**src/rtl/keypad_event_decoder_if.sv**
```systemverilog
// rtl/keypad_event_decoder_if.sv - key event valid/ready handshake bundle
interface keypad_event_decoder_if;
  logic       key_valid;
  logic       key_ready;
  logic [3:0] key_code;

  modport master (output key_valid, output key_code, input key_ready);
  modport slave  (input key_valid, input key_code, output key_ready);
endinterface

```
**src/rtl/keypad_event_decoder.sv**
```systemverilog
// rtl/keypad_event_decoder.sv - keypad debouncer, key encoder and event FIFO
module keypad_event_decoder #(
  parameter int DEBOUNCE_CYC = 320000,
  parameter int RELEASE_CYC  = 320000,
  parameter int CNT_W        = 19,
  parameter int FIFO_DEPTH   = 4,
  parameter int PTR_W        = 2
) (
  input  logic                  clk,
  input  logic                  rst,
  input  logic [11:0]           key_data,
  keypad_event_decoder_if.master evt,
  output logic                  key_held,
  output logic [PTR_W:0]        key_count,
  output logic                  overflow
);

  typedef enum logic [1:0] {
    IDLE         = 2'd0,
    PRESS_WAIT   = 2'd1,
    HELD         = 2'd2,
    RELEASE_WAIT = 2'd3
  } state_t;

  localparam int CW = PTR_W + 1;
  localparam logic [CNT_W-1:0] PRESS_LAST   = CNT_W'(DEBOUNCE_CYC - 1);
  localparam logic [CNT_W-1:0] RELEASE_LAST = CNT_W'(RELEASE_CYC - 1);
  localparam logic [CNT_W-1:0] CNT_ONE      = CNT_W'(1);
  localparam logic [CW-1:0]    FULL_COUNT   = CW'(FIFO_DEPTH);
  localparam logic [CW-1:0]    COUNT_ONE    = CW'(1);
  localparam logic [PTR_W-1:0] PTR_ONE      = PTR_W'(1);

  // '0' sits on bit 10 and '*'/'#' follow the digits, so the map is not a plain index
  function automatic logic [3:0] encode(input logic [11:0] onehot);
    logic [3:0] code;
    code = 4'h0;
    for (int i = 0; i < 9; i++) begin
      if (onehot[i]) code = 4'(i + 1);
    end
    if (onehot[9])  code = 4'hA;
    if (onehot[11]) code = 4'hB;
    return code;
  endfunction

  state_t             state_q, state_d;
  logic [CNT_W-1:0]   cnt_q, cnt_d;
  logic [11:0]        cand_q, cand_d;
  logic               push_req;
  logic               valid_sample;
  logic               match;

  logic [3:0]         mem_q [FIFO_DEPTH];
  logic [PTR_W-1:0]   wr_ptr_q;
  logic [PTR_W-1:0]   rd_ptr_q;
  logic [CW-1:0]      count_q;
  logic               overflow_q;
  logic               empty;
  logic               full;
  logic               pop;
  logic               do_push;
  logic               drop;

  assign valid_sample = (key_data != 12'd0) && ((key_data & (key_data - 12'd1)) == 12'd0);
  // candidate is always one-hot while it matters, so equality also rejects multi-hot input
  assign match        = (key_data == cand_q);

  always_ff @(posedge clk or posedge rst) begin
    if (rst) begin
      state_q <= IDLE;
      cnt_q   <= '0;
      cand_q  <= '0;
    end else begin
      state_q <= state_d;
      cnt_q   <= cnt_d;
      cand_q  <= cand_d;
    end
  end

  always_comb begin
    state_d  = state_q;
    cnt_d    = cnt_q;
    cand_d   = cand_q;
    push_req = 1'b0;
    case (state_q)
      IDLE: begin
        if (valid_sample) begin
          cand_d  = key_data;
          cnt_d   = CNT_ONE;
          state_d = PRESS_WAIT;
        end
      end
      PRESS_WAIT: begin
        if (!match) begin
          cnt_d   = '0;
          state_d = IDLE;
        end else if (cnt_q == PRESS_LAST) begin
          push_req = 1'b1;
          cnt_d    = '0;
          state_d  = HELD;
        end else begin
          cnt_d = cnt_q + CNT_ONE;
        end
      end
      HELD: begin
        if (!match) begin
          cnt_d   = CNT_ONE;
          state_d = RELEASE_WAIT;
        end
      end
      RELEASE_WAIT: begin
        if (match) begin
          cnt_d   = '0;
          state_d = HELD;
        end else if (cnt_q == RELEASE_LAST) begin
          cnt_d   = '0;
          cand_d  = '0;
          state_d = IDLE;
        end else begin
          cnt_d = cnt_q + CNT_ONE;
        end
      end
      default: begin
        cnt_d   = '0;
        cand_d  = '0;
        state_d = IDLE;
      end
    endcase
  end

  assign empty   = (count_q == '0);
  assign full    = (count_q == FULL_COUNT);
  assign pop     = !empty && evt.key_ready;
  // a full queue still accepts the push when the head leaves on the same edge
  assign do_push = push_req && (!full || pop);
  assign drop    = push_req && full && !pop;

  always_ff @(posedge clk or posedge rst) begin
    if (rst) begin
      for (int i = 0; i < FIFO_DEPTH; i++) mem_q[i] <= 4'h0;
      wr_ptr_q   <= '0;
      rd_ptr_q   <= '0;
      count_q    <= '0;
      overflow_q <= 1'b0;
    end else begin
      if (do_push) begin
        mem_q[wr_ptr_q] <= encode(cand_q);
        wr_ptr_q        <= wr_ptr_q + PTR_ONE;
      end
      if (pop) rd_ptr_q <= rd_ptr_q + PTR_ONE;
      case ({do_push, pop})
        2'b10:   count_q <= count_q + COUNT_ONE;
        2'b01:   count_q <= count_q - COUNT_ONE;
        default: count_q <= count_q;
      endcase
      overflow_q <= drop;
    end
  end

  assign evt.key_valid = !empty;
  assign evt.key_code  = empty ? 4'h0 : mem_q[rd_ptr_q];
  assign key_held      = (state_q == HELD) || (state_q == RELEASE_WAIT);
  assign key_count     = count_q;
  assign overflow      = overflow_q;

endmodule

```
**src/flat_wrapper.sv**
```systemverilog
// flat-port wrapper written by rule: the top's interface ports become plain ports
module keypad_event_decoder_flat 
#(
  parameter int DEBOUNCE_CYC = 320000,
  parameter int RELEASE_CYC  = 320000,
  parameter int CNT_W        = 19,
  parameter int FIFO_DEPTH   = 4,
  parameter int PTR_W        = 2
)
  (clk, rst, key_data, key_held, key_count, overflow, evt_key_valid, evt_key_code, evt_key_ready);
  keypad_event_decoder_if evt_i ();
  input  logic clk;
  input  logic rst;
  input  logic [11:0] key_data;
  output logic key_held;
  output logic [PTR_W:0] key_count;
  output logic overflow;
  output wire logic [$bits(evt_i.key_valid)-1:0] evt_key_valid;
  output wire logic [$bits(evt_i.key_code)-1:0] evt_key_code;
  input wire logic [$bits(evt_i.key_ready)-1:0] evt_key_ready;
  assign evt_key_valid = evt_i.key_valid;
  assign evt_key_code = evt_i.key_code;
  assign evt_i.key_ready = evt_key_ready;
  keypad_event_decoder #(.DEBOUNCE_CYC(DEBOUNCE_CYC), .RELEASE_CYC(RELEASE_CYC), .CNT_W(CNT_W), .FIFO_DEPTH(FIFO_DEPTH), .PTR_W(PTR_W)) u_core (.clk(clk), .rst(rst), .key_data(key_data), .evt(evt_i), .key_held(key_held), .key_count(key_count), .overflow(overflow));
endmodule
```
**config.mk**
```make
export PLATFORM = sky130hd
export DESIGN_NAME = keypad_event_decoder_flat
export DESIGN_NICKNAME = d
export VERILOG_FILES = /design/src/rtl/keypad_event_decoder_if.sv /design/src/rtl/keypad_event_decoder.sv /design/src/flat_wrapper.sv
export SDC_FILE = /design/constraint.sdc
export NUM_CORES = 1
export LEC_CHECK = 0
export BUFFER_PORTS_ARGS = -buffer_cell sky130_fd_sc_hd__buf_2
export CORE_MARGIN = 4
export CORE_UTILIZATION = 54
export CTS_CLUSTER_DIAMETER = 100
export DETAILED_ROUTE_END_ITERATION = 10
export GPL_TIMING_DRIVEN = 0
export PLACE_DENSITY = 0.76
export SYNTH_ARGS = -nofsm -noshare
export SYNTH_HDL_FRONTEND = slang
export SYNTH_SLANG_ARGS = --single-unit
export TNS_END_PERCENT = 1
```
**constraint.sdc**
```tcl
create_clock -name clk -period 2.6 [get_ports clk]
set_clock_uncertainty 0.2 [all_clocks]
set_input_delay 0 -clock clk [delete_from_list [all_inputs] [get_ports clk]]
set_output_delay 0 -clock clk [all_outputs]
set_load 0.02 [all_outputs]
```
==> reports/qor.yml <==
outcome:
  status: "finished clean"
drt:
  drc: 0
  firstDrtPassIters: 4
  num_vias: 2586
  wl_per_cell_microns: 16.8
  vias_per_cell: 5.94
  drtIter0Drc: 84
  ant_nets: 0
  drt_wl_total_microns: 7310
critical_path:
  worstPathArrival_ns: 2.61
  crit_chain: "or4b_4, nor3_4, nand3_2, buf_4, nor3_4, and3_1, buf_2, mux2_2"
  slowest_delay_ns: 0.56
  start_kind: "flop"
  path_delay_family: "simple AND/OR/NAND/NOR gates"
  cp_max_fo: 4
  crit_required_ns: 2.63
  timing.critical_path.to_type: "flop"
  cp_common_cell: "nor3_4"
  path_buf_inv: 2
  worstSetupPathType: "flop to flop"
  cpMaxStageDelayCell: "or4b_4"
clock_tree:
  clkLatencyLatePin_ns: 0.34
  clockRootBuffer: "clkbuf_8"
  numCtsBuffers: 9
  htreeDepth: 3
  numClockSinks: 57
  cts_tree: "done"
  clkTransAtPathRegs_ns: 0.07
  clock_path_buffers: 2
synth:
  ys_ff_latch: 57
  async_flop_share_pct: 100
  yosysTopAreaCell: "dfrtp_1"
  synth.top_cell.area_share_pct: 44.1
  ys_types: 52
  synth_area_per_cell_sq_um: 10.8
  synth_cells: 300
  seq_area_frac_synth_pct: 44.1
  synth_common_cells: "dfrtp_1 (57), nor2_1 (21), mux2_2 (18), xor2_1 (18), and3_1 (17)"
  synth_edf_count: 0
  syn-num-nets: 322
  yosys_warnings: 0
  synth_area_leaders: "dfrtp_1 (44%), mux2_2 (6.3%), xor2_1 (4.9%)"
  synth.most_common_cell: "dfrtp_1"
  synth-main-ff-cell: "dfrtp_1"
  netlist_area_sq_um: 3240
timing:
  fin_crit_sh_pct: 99.3
  holdWs_ns: 0.0126
  slew_violations: 0
  timing.fmax_ghz: 0.387
  rsz0062_at_grt: "yes"
  setup_violations: 0
  tightest_slew_ns: 0.526
  hold_violations: 0
  setup_ws_ns: 0.0170
  timing.slew.headroom_pct: 64.7
  setup_tns_ns: 0
  fin_crit_ns: 2.58
place:
  place_inst: 395
  routabilityCongestion: 0.827
  dp_hpwl_microns: 4880
  port_buffers: 22
  pre_cts_ws_ns: -0.342
floorplan:
  ioPinCount: 25
  die_w_microns: 85.4
  initial_core_util_pct: 57.0
  core_sq_um: 5680
  die-height_microns: 85.4
  row_count: 27
  fp.dieArea_sq_um: 7300
worst_hold_path:
  hold_class: "input pin to async pin"
grt:
  grt_overflow: 0
  grt_pass1_vias: 2655
  antenna_found_initial: 0
  grt_start_max_net_pins: 40
  grt_pass1_wl_microns: 12700
  grt_usage_pct: 22.1
power_and_ir_drop:
  cellLeakagePower_nw: 1.92
  power_density_nw_per_um2: 639
  peakVddDrop_mv: 0.429
cells_and_area:
  diodes: 0
  fin_nets: 380
  final_core_util_pct: 70.0
  layout.cells.non_filler: 435
  fillerInstances: 415
  layout-drive-gt1-share_pct: 30.6
  area_growth_pct: 22.8
flow_run:
  cap_viol_max_count: 0
[metrics by stage]
step                      power [W]  area, sq um
after floorplan             0.00144         3250
after global placement      0.00155         3450
after detailed placement    0.00158         3470
after CTS                   0.00256         3960
after global routing        0.00267         3970
final                       0.00254         3970
[registers in the layout, summed over array words and instances (netlist names), named ones only]
name,cells
u_core.cnt_q,19
u_core.mem_q,16
u_core.cand_q,12
u_core.key_count,3
u_core.rd_ptr_q,2
u_core.wr_ptr_q,2
u_core.overflow,1
u_core.state_q,1
[path summary, 6_finish.rpt]
check	to	depth (start not counted)	start	slack (ns)
hold reg to reg	u_core.mem_q[2]$_DFFE_PP0P_	1	u_core.mem_q[2]$_DFFE_PP0P_	0.30
min in group clk	u_core.cand_q[3]$_DFFE_PP0P_	6	key_data[10]	0.21
max in group asynchronous	u_core.mem_q[13]$_DFFE_PP0P_	4	rst	1.65
setup / recovery	u_core.mem_q[9]$_DFFE_PP0P_	8	u_core.cnt_q[17]$_DFFE_PP0P_	0.02
hold / removal	u_core.cnt_q[4]$_DFFE_PP0P_	3	rst	0.01
setup reg to reg	u_core.mem_q[9]$_DFFE_PP0P_	8	u_core.cnt_q[17]$_DFFE_PP0P_	0.02
[cell families after synthesis]
| group | after synthesis | synth area share [%] |
|---|---|---|
| DFF | 57 | 44.1 |
| buffers and inverters | 29 | 3.87 |
| xor gates and xnor gates | 22 | 5.95 |
| AOI/OAI and AO/OA | 56 | 15.2 |
| muxes | 25 | 9.97 |
| and+or+nand+nor | 103 | 17.7 |
| adders and majority gates | 8 | 3.25 |
[layer usage]
| metal | up-vias | GRT usage (%) | part of all wire, % |
|---|---|---|---|
| li1 | 1221 | - | - |
| met1 | 1287 | 27.2 | 42 |
| met2 | 60 | 36.7 | 50 |
| met3 | 18 | 6.12 | 4.6 |
| met4 | 0 | 8.49 | 2.6 |
| met5 | - | 0 | 0 |
[worst min-delay path, delay by kind of cell]
family	cells	cell delay, ns
buffers and inverters	3	0.98
[layout by cell type (no fill, tap or decap), types with 6 or more instances in the layout]
| cell | n |
|---|---|
| clkbuf_8 | 10 |
| nand3_1 | 9 |
| buf_2 | 29 |
| dlygate4sd3_1 | 14 |
| mux2_2 | 18 |
| nand2_1 | 12 |
| and3_1 | 17 |
| a21oi_1 | 6 |
| a221o_1 | 12 |
| buf_4 | 12 |
| inv_1 | 12 |
| a22o_1 | 15 |
| xor2_1 | 18 |
| and2_1 | 6 |
| dfrtp_1 | 56 |
| nor2_1 | 21 |
[what timing repair did]
action | CTS | global route
hold endpoints to repair | 72 | 0
resized for setup | 9 | 6
pin swaps | 5 | 0
setup endpoints to repair | 30 | 48
buffers inserted | 10 | 0
hold buffers | 14 | 0
[where the power goes]
part / internal, W / leakage [nW] / switching (W)
Sequential: 0.000978 / 0.761 / 0.000103
Combinational: 0.000249 / 1.06 / 0.000264
Clock: 0.000566 / 0.105 / 0.000379
Total: 0.00179 / 1.92 / 0.000746
[cell type report]
type	count	area [sq um]	area share (%)
multi-input cells	214	1760	44.2
clock buffers	10	138	3.46
flip-flops and latches	57	1430	35.9
repair buffers	47	345	8.69
inverters	14	52.6	1.32
clock inverters	6	91.3	2.30
well taps	72	90.1	2.27
plain buffers	15	73.8	1.86
Note: power is estimated with default switching activity, not from simulation.
